File: config.mk
export PLATFORM = sky130hd
export DESIGN_NAME = pepe_sum_accum
export DESIGN_NICKNAME = d
export VERILOG_FILES = /design/src/rtl/pepe_sum_accum.sv
export SDC_FILE = /design/constraint.sdc
export NUM_CORES = 1
export LEC_CHECK = 0
export CAP_MARGIN = 15
export CORE_UTILIZATION = 47
export CTS_BUF_LIST = sky130_fd_sc_hd__clkbuf_16
export DETAILED_ROUTE_END_ITERATION = 12
export MAX_ROUTING_LAYER = met4
export PLACE_DENSITY = 0.78
export SYNTH_ARGS = -nofsm -noshare
export SYNTH_HDL_FRONTEND = slang
export SYNTH_SLANG_ARGS = --single-unit
File: constraint.sdc
create_clock -name clk -period 2.1 [get_ports clk]
set_input_delay 0.42 -clock clk [delete_from_list [all_inputs] [get_ports clk]]
set_output_delay 0.42 -clock clk [all_outputs]
set_load 0.05 [all_outputs]
File: src/rtl/pepe_sum_accum.sv
// pepe_sum_accum: accumulates COUNT samples (or fewer, on flush) into a
// 12-bit block sum and presents it with a ready/valid handshake.
// Build option PEPE_ACC_SAT_EN: when defined, the accumulator clamps at
// 4095 after an overflow; otherwise it wraps modulo 4096.
// out_ovf behaves the same way in both builds.
module pepe_sum_accum #(
  parameter int COUNT = 4
) (
  input  logic        clk,
  input  logic        rst,
  input  logic [7:0]  in_data,
  input  logic        in_valid,
  output logic        in_ready,
  input  logic        flush,
  output logic [11:0] out_data,
  output logic [7:0]  out_cnt,
  output logic        out_ovf,
  output logic        out_valid,
  input  logic        out_ready
);

  localparam logic [7:0] COUNT_B = 8'(COUNT);

  typedef enum logic [1:0] {
    IDLE = 2'd0,
    ACC  = 2'd1,
    HOLD = 2'd2
  } state_t;

  state_t      state, state_nxt;
  logic [11:0] acc_p0;
  logic [7:0]  cnt_p0;
  logic        ovf_p0;
  logic        accept;
  logic        clear;
  logic [7:0]  cnt_inc;
  logic [12:0] add_res;

`ifdef PEPE_ACC_SAT_EN
  // Bit 12 is the carry of this add; once the block has overflowed the
  // low 12 bits are pinned at full scale.
  function automatic logic [12:0] acc_add(input logic [11:0] acc,
                                          input logic [7:0]  din,
                                          input logic        ovf_in);
    logic [12:0] sum;
    sum = {1'b0, acc} + {5'b0, din};
    if (sum[12] || ovf_in) begin
      return {sum[12], 12'hFFF};
    end
    return sum;
  endfunction
`else
  // Bit 12 is the carry of this add; the low 12 bits wrap modulo 4096.
  function automatic logic [12:0] acc_add(input logic [11:0] acc,
                                          input logic [7:0]  din);
    return {1'b0, acc} + {5'b0, din};
  endfunction
`endif

  assign accept  = in_valid && in_ready;
  assign clear   = (state == HOLD) && out_ready;
  assign cnt_inc = cnt_p0 + 8'd1;

`ifdef PEPE_ACC_SAT_EN
  assign add_res = acc_add(acc_p0, in_data, ovf_p0);
`else
  assign add_res = acc_add(acc_p0, in_data);
`endif

  // State register
  always_ff @(posedge clk) begin
    if (rst) begin
      state <= IDLE;
    end else begin
      state <= state_nxt;
    end
  end

  // Next-state and handshake outputs
  always_comb begin
    state_nxt = state;
    in_ready  = 1'b1;
    out_valid = 1'b0;
    case (state)
      IDLE: begin
        if (accept) begin
          if ((COUNT_B == 8'd1) || flush) begin
            state_nxt = HOLD;
          end else begin
            state_nxt = ACC;
          end
        end
      end
      ACC: begin
        if (accept && (cnt_inc == COUNT_B)) begin
          state_nxt = HOLD;
        end else if (flush) begin
          state_nxt = HOLD;
        end
      end
      HOLD: begin
        in_ready  = 1'b0;
        out_valid = 1'b1;
        if (out_ready) begin
          state_nxt = IDLE;
        end
      end
      default: begin
        state_nxt = IDLE;
      end
    endcase
  end

  // Accumulator, sample count and sticky overflow; cleared when the result is taken
  always_ff @(posedge clk) begin
    if (rst || clear) begin
      acc_p0 <= 12'd0;
      cnt_p0 <= 8'd0;
      ovf_p0 <= 1'b0;
    end else if (accept) begin
      acc_p0 <= add_res[11:0];
      cnt_p0 <= cnt_inc;
      ovf_p0 <= ovf_p0 | add_res[12];
    end
  end

  assign out_data = acc_p0;
  assign out_cnt  = cnt_p0;
  assign out_ovf  = ovf_p0;

endmodule

==> metrics.md <==
| Metric | Value |
|---|---|
| Outcome | `completed` |
| Commonest register cell after synthesis | `dfxtp_1` |
| CTS Sinks | `23` |
| Yosys top cell area share | `between 30% and 40%` |
| Leakage dissipation | `between 0.7 and 0.8 nW` |
| Layout Nets | `around 230` |
| NetSw | `~0.00046 W` |
| Drt via density | `roughly 6` |
| TritonCTS Buffers | `3` |
| Clock transition at path regs | `0.06 ns` |
| Nature of the critical path startpoint | `input pin` |
| Max IR drop VDD | `approximately 0.00067 V` |
| Post-synth EDFFs | `0` |
| Largest net degree at the start of global routing | `15` |
| Grt ovf | `0` |
| DR iter-0 viols | `37` |
| Core box area | `2540 µm²` |
| Asr flop ratio synth | `0%` |
| Critical path fanouts, max | `7` |
| Total power | `~0.0014 W` |
| Max-cap viol count | `0` |
| PortBufs | `35` |
| Hpwl dp | `2340 µm` |
| Die footprint | `2990 µm²` |
| Total track usage | `24.5%` |
| Worst hold margin | `0.487 ns` |
| Antenna cells | `0` |
| Syn Nets | `181` |
| Setup violations, final | `0` |
| Vias | `1367` |
| Yosys reg bits | `23` |
| Slew Limit Fails | `0` |
| Post-layout instance area | `1880 µm²` |
| Clock share of power | `a little under a third` |
| Worst EP arrival | `2.29 ns` |
| Leading cell types by count after synthesis | `dfxtp_1, nand2_1, nor2_1, a21oi_1` |
| Synth cell types | `35` |
| WHS Path Cells | `2` |
| Area Growth Syn to Fin | `44.0%` |
| Gate power share | `33.4%` |
| Top-count cell post-synth | `dfxtp_1` |
| # DRC | `0` |
| Hold crit path type | `flop to flop` |
| Pwr per Cell Area | `724 nW/µm²` |
| Initial core utilization | `51.3%` |
| Number of global-route vias before repair | `between 1k and 1.5k` |
| Routability Congestion | `approximately 0.8` |
| CP required | `2.29 ns` |
| Ratio of cells with drive above 1 in the final layout | `12.9%` |
| Main area contributors after synthesis | `dfxtp_1, ha_1, xor2_1, nand2_1, a21oi_1` |
| CP endpoint kind | `flop` |
| Synth Cell Area | `1310 µm²` |
| Placed Area | `1710 µm²` |
| Largest area contributor in the netlist | `dfxtp_1` |
| Die Wd | `54.7 µm` |
| Root buf cell | `clkbuf_16` |
| Critical Setup Path Class | `input pin to flop` |
| Wirelength per Cell | `15.3 µm` |
| Bufs on Longest Clock Path | `2` |
| DRT Pass-1 Iters | `4` |
| H-tree Lvls | `1` |
| First-pass GRT wire length | `5090 µm` |
| Post-Synthesis Cells | `between 150 and 200` |
| Initial antenna violation count | `0` |
| Crit path time final | `approximately 2.1 ns` |
| Routed wire length | `3560 µm` |
| Least-Margin Pin Slew | `0.538 ns` |
| Switching part of the total power | `33.7%` |
| CTS tree | `done` |
| Syn avg cell area | `around 8.3 µm²` |
| # IOs | `36` |
| Total negative slack | `0 ns` |
| Final hold violations | `0` |
| Clk_lat worst skew | `around 0.26 ns` |
| Slew HR | `a little under two thirds` |
| Register-to-Register Path Depth | `7` |
| Fraction of the yosys area taken by sequential cells | `35.3%` |
| FMAX | `476 MHz` |
| Row cnt | `18` |
| Chip Height | `54.7 µm` |
| Period utilization | `around 100%` |
| Internal | `0.000903 W` |
| Clock skew | `0.00228 ns` |
| Sequential fraction of design power | `roughly 36%` |
| ANT nets after route | `0` |
| Yosys synthesis warning count | `0` |
[kinds of logic (layout without fill, tap and decap cells)]
family	after synthesis	after routing	share of synthesized area, %
multiplexers	2	2	1.53
flip-flops	23	23	35.3
AO/OA/AOI/OAI	33	33	16.2
adder cells (fa/ha/maj)	10	10	10.2
XOR/XNOR	12	12	8.05
buffers and inverters	11	55	4.31
AND/OR/NAND/NOR	67	67	24.4
[power groups by stage]
stage	Sequential [W]	Combinational, W	Clock, W
floorplan	0.000578	0.000192	0
detailed placement	0.000501	0.000403	0
global route	0.000499	0.000487	0.000436
finish	0.000496	0.000454	0.000410
CTS	0.000491	0.000416	0.000414
global placement	0.000498	0.000396	0
[cell type report]
cell class,instances,area (µm²)
tap,30,37.5
multi-input combinational,124,843
fill,191,666
timing repair buffer,46,440
inverter,5,18.8
clock buffer,3,75.1
clock inverter,1,3.75
sequential,23,460
[repair_timing]
action	CTS	global route
pin swaps	2	11
resized for setup	3	10
hold buffers	0	0
setup buffers	0	3
endpoints found under the setup margin	6	8
[placed cells by master (no fill, tap or decap), drive strengths merged]
cell type / instances
inv: 6
dlymetal6s2s: 5
ha: 9
a311o: 1
clkbuf: 3
nor2: 17
nand2b: 1
o2111ai: 1
or3: 5
xor2: 9
nand4: 6
nor4: 3
and4: 1
dfxtp: 23
o211ai: 1
mux2i: 2
a31oi: 1
o21ai: 7
o22a: 1
or4: 1
and3: 3
clkdlybuf4s50: 28
a21oi: 13
buf: 13
xnor2: 3
a41oi: 2
fa: 1
nand3: 8
o21a: 1
and2: 1
a21o: 1
nand2: 20
a211oi: 4
nor3: 1
[registers in the layout, indices dropped and copies added (netlist names)]
signal    cells
out_data     12
out_cnt       8
state         2
out_ovf       1
[critical path, stage by stage]
cell	delay (ns)
clkdlybuf4s50_1	0.43
ha_1	0.43
nand2_1	0.12
o21ai_0	0.43
nand4_1	0.18
xor2_1	0.18
nor2_1	0.11
[final timing paths]
kind	from	end	slack, ns
worst min register to register	out_data[5]	out_data[5]	0.49
worst min-delay path	out_data[5]	out_data[5]	0.49
worst max register to register	out_data[0]	out_data[8]	0.24
worst max-delay path	in_data[6]	out_data[10]	0.00007
[stage by stage]
stage / worst slack [ns] / util [%] / cells
floorplan: 0.0175 / - / 158
global placement: -0.326 / 67.2 / 225
detailed placement: -0.378 / 67.2 / 225
CTS: 0.00434 / 70.8 / 229
global route: -0.0845 / 73.8 / 232
finish: 0.0000673 / 73.8 / 232
[per-layer routing]
layer,vias to the layer above,track usage [%],routed length (µm),part of all wire (%)
met1,650,27.7,1460,41
met2,51,42.0,1870,52
met3,9,4.44,174,4.9
met4,0,10.3,65,1.8
li1,657,-,-,-
met5,-,-,0,0
Note: power is estimated with default switching activity, not from simulation.
